## config.mk

```make
export PLATFORM = sky130hd
export DESIGN_NAME = uart_tx_feeder
export DESIGN_NICKNAME = d
export VERILOG_FILES = /design/src/rtl/uart_pkg.sv /design/src/rtl/uart_sync_fifo.sv /design/src/rtl/uart_tx_feeder.sv
export SDC_FILE = /design/constraint.sdc
export NUM_CORES = 1
export LEC_CHECK = 0
export CORE_ASPECT_RATIO = 0.7
export CORE_MARGIN = 4
export CORE_UTILIZATION = 50
export CTS_CLUSTER_DIAMETER = 100
export DETAILED_ROUTE_END_ITERATION = 7
export HOLD_SLACK_MARGIN = 0.12
export PLACE_DENSITY_LB_ADDON = 0.15
export SYNTH_ARGS = -nofsm -noshare
export SYNTH_HDL_FRONTEND = slang
export SYNTH_HIERARCHICAL = 1
export SYNTH_SLANG_ARGS = --single-unit
```

## constraint.sdc

```tcl
create_clock -name clk_i -period 2.1 [get_ports clk_i]
set_input_delay 0.42 -clock clk_i [delete_from_list [all_inputs] [get_ports clk_i]]
set_output_delay 0.42 -clock clk_i [all_outputs]
set_load 0.005 [all_outputs]
```

## src/rtl/uart_pkg.sv

```systemverilog
// Shared types and constants for the UART transmit path.
package uart_pkg;

    typedef enum logic [1:0] {
        IDLE     = 2'd0,
        LOAD     = 2'd1,
        START    = 2'd2,
        WAIT_LOW = 2'd3
    } feeder_state_t;

    localparam int UART_WIDTH = 8;

    // Budget `frames` 10-bit frames (start + 8 data + stop) before a byte is abandoned.
    function automatic int unsigned calc_timeout_cycles(input int unsigned clk_hz,
                                                        input int unsigned baud,
                                                        input int unsigned frames);
        if (baud == 0) return 0;
        return (clk_hz / baud) * 10 * frames;
    endfunction

endpackage

```

## src/rtl/uart_sync_fifo.sv

```systemverilog
// Single-clock circular FIFO with registered full/empty/level flags.
module uart_sync_fifo
    import uart_pkg::*;
#(
    parameter int DEPTH = 16,
    parameter int WIDTH = UART_WIDTH
) (
    input  logic                       clk_i,
    input  logic                       rst_i,
    input  logic                       wr_en_i,
    input  logic [WIDTH-1:0]           wr_data_i,
    input  logic                       rd_en_i,
    output logic [WIDTH-1:0]           rd_data_o,
    output logic                       full_o,
    output logic                       empty_o,
    output logic [$clog2(DEPTH):0]     level_o,
    output logic                       drop_o
);

    localparam int AW = $clog2(DEPTH);
    localparam int LW = AW + 1;
    localparam logic [LW-1:0] FULL_LVL = LW'(DEPTH);

    logic [WIDTH-1:0] mem_q [DEPTH];
    logic [AW-1:0]    wr_ptr_q, rd_ptr_q;
    logic [LW-1:0]    level_q, level_d;
    logic             full_q, empty_q;
    logic             wr_acc, rd_acc;

    // A write into a full FIFO is dropped even if a pop frees a slot this cycle.
    assign wr_acc = wr_en_i & ~full_q;
    assign rd_acc = rd_en_i & ~empty_q;

    always_comb begin
        level_d = level_q;
        if (wr_acc && !rd_acc)
            level_d = level_q + 1'b1;
        else if (!wr_acc && rd_acc)
            level_d = level_q - 1'b1;
    end

    always_ff @(posedge clk_i or posedge rst_i) begin
        if (rst_i) begin
            wr_ptr_q <= '0;
            rd_ptr_q <= '0;
            level_q  <= '0;
            full_q   <= 1'b0;
            empty_q  <= 1'b1;
        end else begin
            if (wr_acc) wr_ptr_q <= wr_ptr_q + 1'b1;
            if (rd_acc) rd_ptr_q <= rd_ptr_q + 1'b1;
            level_q <= level_d;
            full_q  <= (level_d == FULL_LVL);
            empty_q <= (level_d == '0);
        end
    end

    always_ff @(posedge clk_i) begin
        if (wr_acc) mem_q[wr_ptr_q] <= wr_data_i;
    end

    assign rd_data_o = mem_q[rd_ptr_q];
    assign full_o    = full_q;
    assign empty_o   = empty_q;
    assign level_o   = level_q;
    assign drop_o    = wr_en_i & full_q;

endmodule

```

## src/rtl/uart_tx_feeder.sv

```systemverilog
// Buffers SoC bytes and hands them one at a time to the baud-domain transmitter,
// advancing only on a synchronised done edge.
module uart_tx_feeder
    import uart_pkg::*;
#(
    parameter int          DEPTH          = 16,
    parameter int          WIDTH          = UART_WIDTH,
    parameter int          SYNC_STAGES    = 2,
    parameter int unsigned TIMEOUT_CYCLES = 2_000_000
) (
    input  logic                       clk_i,
    input  logic                       rst_i,
    input  logic                       wr_en_i,
    input  logic [WIDTH-1:0]           wr_data_i,
    output logic                       full_o,
    output logic                       empty_o,
    output logic [$clog2(DEPTH):0]     level_o,
    output logic [WIDTH-1:0]           tx_data_o,
    output logic                       tx_start_o,
    input  logic                       tx_done_i,
    input  logic                       tx_err_i,
    output logic                       busy_o,
    output logic                       overflow_o,
    output logic                       tx_err_o,
    output logic                       timeout_o,
    input  logic                       clr_err_i
);

    localparam bit          TO_EN   = (TIMEOUT_CYCLES != 0);
    localparam logic [31:0] TO_LAST = TO_EN ? 32'(TIMEOUT_CYCLES - 1) : 32'd0;

    feeder_state_t    state_q, state_d;
    logic [WIDTH-1:0] data_q, data_d, head;
    logic [31:0]      cnt_q, cnt_d;
    logic             start_q, start_d;
    logic             overflow_q, tx_err_q, timeout_q;
    logic             pop, set_err, set_to, fifo_drop;
    logic             done_s, err_s, done_s_q, done_rise;

    logic [SYNC_STAGES:0] done_chain, err_chain;
    assign done_chain[0] = tx_done_i;
    assign err_chain[0]  = tx_err_i;

    for (genvar g = 0; g < SYNC_STAGES; g++) begin : g_sync
        logic done_q, err_q;
        always_ff @(posedge clk_i or posedge rst_i) begin
            if (rst_i) begin
                done_q <= 1'b0;
                err_q  <= 1'b0;
            end else begin
                done_q <= done_chain[g];
                err_q  <= err_chain[g];
            end
        end
        assign done_chain[g+1] = done_q;
        assign err_chain[g+1]  = err_q;
    end

    assign done_s    = done_chain[SYNC_STAGES];
    assign err_s     = err_chain[SYNC_STAGES];
    assign done_rise = done_s & ~done_s_q;

    uart_sync_fifo #(.DEPTH(DEPTH), .WIDTH(WIDTH)) u_fifo (
        .clk_i     (clk_i),
        .rst_i     (rst_i),
        .wr_en_i   (wr_en_i),
        .wr_data_i (wr_data_i),
        .rd_en_i   (pop),
        .rd_data_o (head),
        .full_o    (full_o),
        .empty_o   (empty_o),
        .level_o   (level_o),
        .drop_o    (fifo_drop)
    );

    always_comb begin
        state_d = state_q;
        data_d  = data_q;
        cnt_d   = cnt_q;
        start_d = start_q;
        pop     = 1'b0;
        set_err = 1'b0;
        set_to  = 1'b0;
        case (state_q)
            IDLE: if (!empty_o) state_d = LOAD;
            LOAD: begin
                data_d  = head;
                pop     = 1'b1;
                cnt_d   = '0;
                start_d = 1'b1;
                state_d = START;
            end
            START: begin
                cnt_d = cnt_q + 1'b1;
                if (done_rise) begin
                    start_d = 1'b0;
                    set_err = err_s;
                    state_d = WAIT_LOW;
                end else if (TO_EN && cnt_q == TO_LAST) begin
                    start_d = 1'b0;
                    set_to  = 1'b1;
                    state_d = WAIT_LOW;
                end
            end
            // Hold off until done drops so a stuck-high done cannot launch the next byte.
            WAIT_LOW: if (!done_s) state_d = IDLE;
            default: state_d = IDLE;
        endcase
    end

    always_ff @(posedge clk_i or posedge rst_i) begin
        if (rst_i) begin
            state_q    <= IDLE;
            data_q     <= '0;
            cnt_q      <= '0;
            start_q    <= 1'b0;
            done_s_q   <= 1'b0;
            overflow_q <= 1'b0;
            tx_err_q   <= 1'b0;
            timeout_q  <= 1'b0;
        end else begin
            state_q    <= state_d;
            data_q     <= data_d;
            cnt_q      <= cnt_d;
            start_q    <= start_d;
            done_s_q   <= done_s;
            overflow_q <= fifo_drop | (overflow_q & ~clr_err_i);
            tx_err_q   <= set_err   | (tx_err_q   & ~clr_err_i);
            timeout_q  <= set_to    | (timeout_q  & ~clr_err_i);
        end
    end

    assign tx_data_o  = data_q;
    assign tx_start_o = start_q;
    assign busy_o     = (state_q != IDLE);
    assign overflow_o = overflow_q;
    assign tx_err_o   = tx_err_q;
    assign timeout_o  = timeout_q;

endmodule
```

Word-level counts from Yosys, hierarchy flattened

Memory sizes are Yosys's and may differ from the RTL's. A register that Yosys moved wholly into a read port is not among the register bits.
Cells that the tools add are included.

Output and inout bits: 20
Bits in registers: 58
Memories kept: 1
RAM bits: 128
Logic and storage cells: 73
Bits of input ports: 14

Add/subtract/negate cells: 5
Bitwise logic cells: 14
Muxes and demuxes: 19
Reductions and logical operators: 10
Equal/unequal tests: 8

Memories:

| name         | depth | bits a word | rd ports | clocked after memory_dff | wr ports | RTL line             | source |
|---|---|---|---|---|---|---|---|
| u_fifo.mem_q | 16    | 8           | 1        | 1                        | 1        | uart_sync_fifo.sv:24 | `logic [WIDTH-1:0] mem_q [DEPTH];` |

Operators by type and width:

| operator              | count |
|---|---|
| $pmux 32 s2           | 1 |
| $add 32x1->32 const B | 1 |
| $eq 32x21->1 const B  | 1 |
| $mux 1                | 10 |
| $mux 5                | 2 |
| $add 4x1->4 const B   | 2 |
| $mux 2                | 4 |
| $pmux 2 s4            | 1 |
| $and 1x1->1           | 7 |
| $add 5x1->5 const B   | 1 |
| $eq 5x5->1 const B    | 1 |
| $logic_not 5->1       | 1 |
| $sub 5x1->5 const B   | 1 |
| $eq 2x2->1 const B    | 2 |
| $ne 2x2->1 const B    | 2 |
| $not 1->1             | 4 |
| $reduce_bool 2->1     | 2 |
| $ne 3x3->1 const B    | 1 |
| $or 1x1->1            | 3 |
| $reduce_and 3->1      | 1 |
| $eq 2x1->1 const B    | 1 |
| $logic_and 1x1->1     | 2 |
| $logic_not 1->1       | 2 |
| $logic_not 2->1       | 1 |
| other kinds (2)       | 2 |

Depth between registers and ports, before layout

Gate-level depths: netlist (run 1).

Word-level depth: 7
Gate-level depth with buffers: 8
Depth with buffers taken out: 7

By module

The synthesis (run 1) kept the hierarchy.

Modules (own cells, without submodules):

| module         | sequential area each (um^2) | instances | area an instance (um^2) | cells an instance |
|---|---|---|---|---|
| uart_sync_fifo | 4220.3                      | 1         | 5858.1                  | 304 |
| uart_tx_feeder | 1276.2                      | 1         | 2626.3                  | 261 |

Least setup slack after synthesis (run 1)

No wires, ideal clock.

Path type: register to register
From: reg state_q[0]
To: reg cnt_q[18]
Setup time: 0.078 ns
Path slack: 0.048 ns
Clock period less this slack: 2.052 ns
Data required time: 2.022 ns
Data arrival time: 1.974 ns
Path buffers: 1
Cell stages (with the launch flop): 8
Cell sequence: dfrtp_1 inv_1 ha_1 inv_2 or4_1 buf_2 or3_1 a21oi_1

Cells in the longest elaborated chain, start to end: 2
Elaborated cells on any way between the ends: 4
Those cells by class: eq/ne (2); mux (1); reduce/logical (1)

Ends and longest elaborated chain:

| element                                                 | RTL line              | source |
|---|---|---|
| start: declaration                                      | uart_tx_feeder.sv:32  | `feeder_state_t state_q, state_d;` |
| start signal: assignment                                | uart_tx_feeder.sv:122 | `state_q <= state_d;` |
| $eq 2x2->1 / $eq 2x1->1 (equally long branches)         | uart_tx_feeder.sv:84  | `case (state_q)` |
| $pmux 32 s2 / $reduce_bool 2->1 (equally long branches) | --                    |  |
| end signal: assignment                                  | uart_tx_feeder.sv:124 | `cnt_q <= cnt_d;` |
| end: declaration                                        | uart_tx_feeder.sv:34  | `logic [31:0] cnt_q, cnt_d;` |

Several ways; a longest one is shown, not always the timed one.
A chain may end at the register's enable or synchronous reset.

Final worst setup path (run 1)

From: reg state_q[1]
To: reg cnt_q[14]

Same word-level chain as after synthesis.

==> results of run 1 <==
-- worst max-delay path, cell delays in order, from the launching register on --
cell and delay [ps]:
dfrtp_1 360, inv_1 80, ha_2 390, inv_2 50, or4_4 560, or4_1 430, nand2_1 100
-- registers in the layout (all words and copies together) (netlist names), 2 cells and up --
| name | count |
|---|---|
| u_fifo/mem_q | 128 |
| cnt_q | 32 |
| tx_data_o | 8 |
| u_fifo/level_o | 5 |
| u_fifo/rd_ptr_q | 4 |
| u_fifo/wr_ptr_q | 4 |
| state_q | 2 |
-- metal layers --
layer / global-route usage, % / vias to the layer above / share of wire, %
li1: - / 2374 / -
met1: 31.1 / 2663 / 48
met2: 29.5 / 198 / 44
met3: 5.18 / 14 / 6.9
met4: 4.97 / 0 / 0.98
met5: 0 / - / 0
-- through the flow --
step / utilization (%) / TNS [ps] / cells / power (uW)
floorplan: - / 0 / 565 / 7670
global placement: 58.3 / -69.8 / 850 / 9340
detailed placement: 58.3 / -519 / 850 / 9470
CTS: 61.9 / 0 / 882 / 12800
global route: 62.1 / -5.25 / 884 / 13400
finish: 62.1 / 0 / 884 / 12700
-- cell type report --
cell class / instances / share of cell area, %
Clock buffer: 18 / 4.19
Timing Repair Buffer: 90 / 9.96
Multi-Input combinational cell: 327 / 27.1
Sequential cell: 194 / 53.7
Clock inverter: 14 / 1.75
Inverter: 16 / 0.586
Tap cell: 225 / 2.75
-- where the power goes --
part | switching (uW) | internal, uW | total, uW
logic | 2170 | 2220 | 4400
registers | 408 | 4620 | 5030
clock network | 1430 | 1890 | 3320
-- repair_timing --
| action | 4_1_cts | 5_1_grt |
|---|---|---|
| endpoints found under the setup margin | 0 | 9 |
| setup buffers | 0 | 2 |
| resized for setup | 0 | 4 |
-- placed cells by master, fill, tap and decap left out, types with 3 or more instances in the layout --
cell type / count
a21oi_1: 24
and4_1: 7
or3_1: 3
mux2i_1: 11
nor2_1: 19
nand4_1: 15
mux2_2: 8
clkinvlp_4: 5
nor3b_1: 3
clkbuf_16: 17
xnor2_1: 10
o21ai_0: 8
nor2b_1: 10
o31ai_1: 11
bufinv_16: 3
nand2b_1: 6
mux4_2: 23
o2bb2ai_1: 5
o211ai_1: 4
or4_1: 12
a211oi_2: 5
and2_1: 19
and3_1: 9
xor2_1: 5
buf_12: 21
inv_6: 3
edfxtp_1: 128
a211oi_1: 3
nand3_1: 19
dfrtp_1: 64
clkdlybuf4s50_1: 33
mux4_1: 9
inv_1: 14
buf_4: 36
ha_1: 12
nand2_1: 27
nor4_1: 6
nor3_1: 8
-- final timing paths --
kind,startpoint,endpoint,slack [ps],cells after the start
setup / recovery,state_q[1],cnt_q[14],60,6
hold / removal,rst_i,tx_data_o[1],320,2
setup reg to reg,state_q[1],cnt_q[14],60,6
hold reg to reg,g_sync[0].done_q,done_s,350,0
max in group asynchronous,rst_i,u_fifo/rd_ptr_q[0],1270,2
min in group clk_i,g_sync[0].done_q,done_s,350,0
-- logic make-up after synthesis --
family	Yosys count	share of synthesized area [%]
and+or+nand+nor	171	11.5
DFF	194	64.8
AOI/OAI and AO/OA	77	6.37
adders and majority gates	13	1.92
xor gates and xnor gates	15	1.55
buffers and inverters	44	2.65
muxes	51	11.3
==> flow_metrics.py, run 1 <==
metrics = {
    "timing": {
        "grt_setup_unrepaired": "true",
        "tightest_slew_ps": 621,
        "hold_viol": 0,
        "finClkSkew_ps": 9.07,
        "fin_ws_ps": 63.3,
        "finalCritPeriodShare_pct": 97.0,
        "max_clock_freq_ghz": 0.491,
        "slew_violations": 0,
        "setup_violations": 0,
        "holdWs_ps": 322,
        "max_slew_margin_pct": 58.5,
        "fin_crit_ps": 2040,
    },
    "routing": {
        "via_per_inst": 5.94,
        "drt_iter0_drc": 447,
        "via_count": 5249,
        "wl_per_cell_um": 20.4,
        "firstDrtPassIters": 5,
        "wl_mm": 18.0,
        "ant_nets": 0,
        "drc_errors": 0,
    },
    "place": {
        "routabilityCongestion": 0.832,
        "dp_hpwl_mm": 12.6,
        "post_dp_cell_area_um2": 9610,
        "io_buffers": 33,
        "dp_slack_ps": -26.2,
    },
    "grt": {
        "grt_overflow": 0,
        "grt_start_max_net_pins": 30,
        "grtUsageTotal_pct": 20.3,
        "grt_pass1_wl_mm": 29.2,
        "grt_pass1_vias": 5235,
        "antenna_found_initial": 0,
    },
    "floorplanning": {
        "start_util_pct": 51.4,
        "rows": 39,
        "core_um2": 16500,
        "io_pins": 34,
        "die_width_um": 164,
        "die-area_um2": 19100,
        "die_h_um": 117,
    },
    "run_status": {
        "status": "finished clean",
    },
    "synth": {
        "synth_area_um2": 8480,
        "yosysMostFrequentCell": "edfxtp_1",
        "synth_common_cells": "128 x edfxtp_1, 65 x dfrtp_1, 27 x nand2_1",
        "synth_seq_cells": 194,
        "yosysTopAreaCell": "edfxtp_1",
        "synth_top_area_share_pct": 45.3,
        "ys.flop_type": "edfxtp_1",
        "synth_nets": 592,
        "synth_edf_count": 128,
        "yosysWarnings": 6,
        "synth_area_leaders": "edfxtp_1 45%, dfrtp_1 19%, mux4_2 6.1%",
        "yosys.cell_types.count": 61,
        "async_reset_ff_share_pct": 34.0,
        "syn_avg_cell_area_um2": 15.0,
        "yosysSeqAreaShare_pct": 64.8,
        "netlist_instances": 565,
    },
    "clock_tree": {
        "numCtsBuffers": 17,
        "clock-sinks": 194,
        "cts.clk_slew.worst_paths_ps": 70,
        "worstSkewPairLatency_ps": 430,
        "clock_path_buffers": 2,
        "cts_hold_buf": 0,
        "cts_tree": "done",
        "clockRootBuffer": "clkbuf_16",
        "h-tree-depth": 4,
    },
    "setup_path": {
        "cp.arrival_ps": 2400,
        "start_kind": "register",
        "cp-end-kind": "register",
        "cp_max_fo": 5,
        "critPathKind": "reg2reg",
        "cp.required_ps": 2460,
    },
    "pwr": {
        "power_density_nw_per_um2": 1240,
        "p_leak_uw": 0.00375,
        "ir_worst_vdd_mv": 0.673,
    },
    "layout": {
        "nets": 673,
        "n_antenna_cell": 0,
        "layout-drive-gt1-share_pct": 20.5,
        "seq_area_um2": 5500,
        "fillCellCount": 1279,
        "multi_input_area_um2": 2780,
        "area_growth_pct": 20.8,
        "final_cell_area_um2": 10200,
    },
    "run": {
        "cap_violations": 0,
    },
    "min_path": {
        "hp-class": "in2async",
    },
}
Power figures use the tool's default switching activity.
==> run 2, diff against run 1 <==
Settings changed: GPL_ROUTABILITY_DRIVEN set to 0, SLEW_MARGIN set to 25.
==> results of run 2 <==
No change in the layout: final DEF, timing and power equal those of run 1.
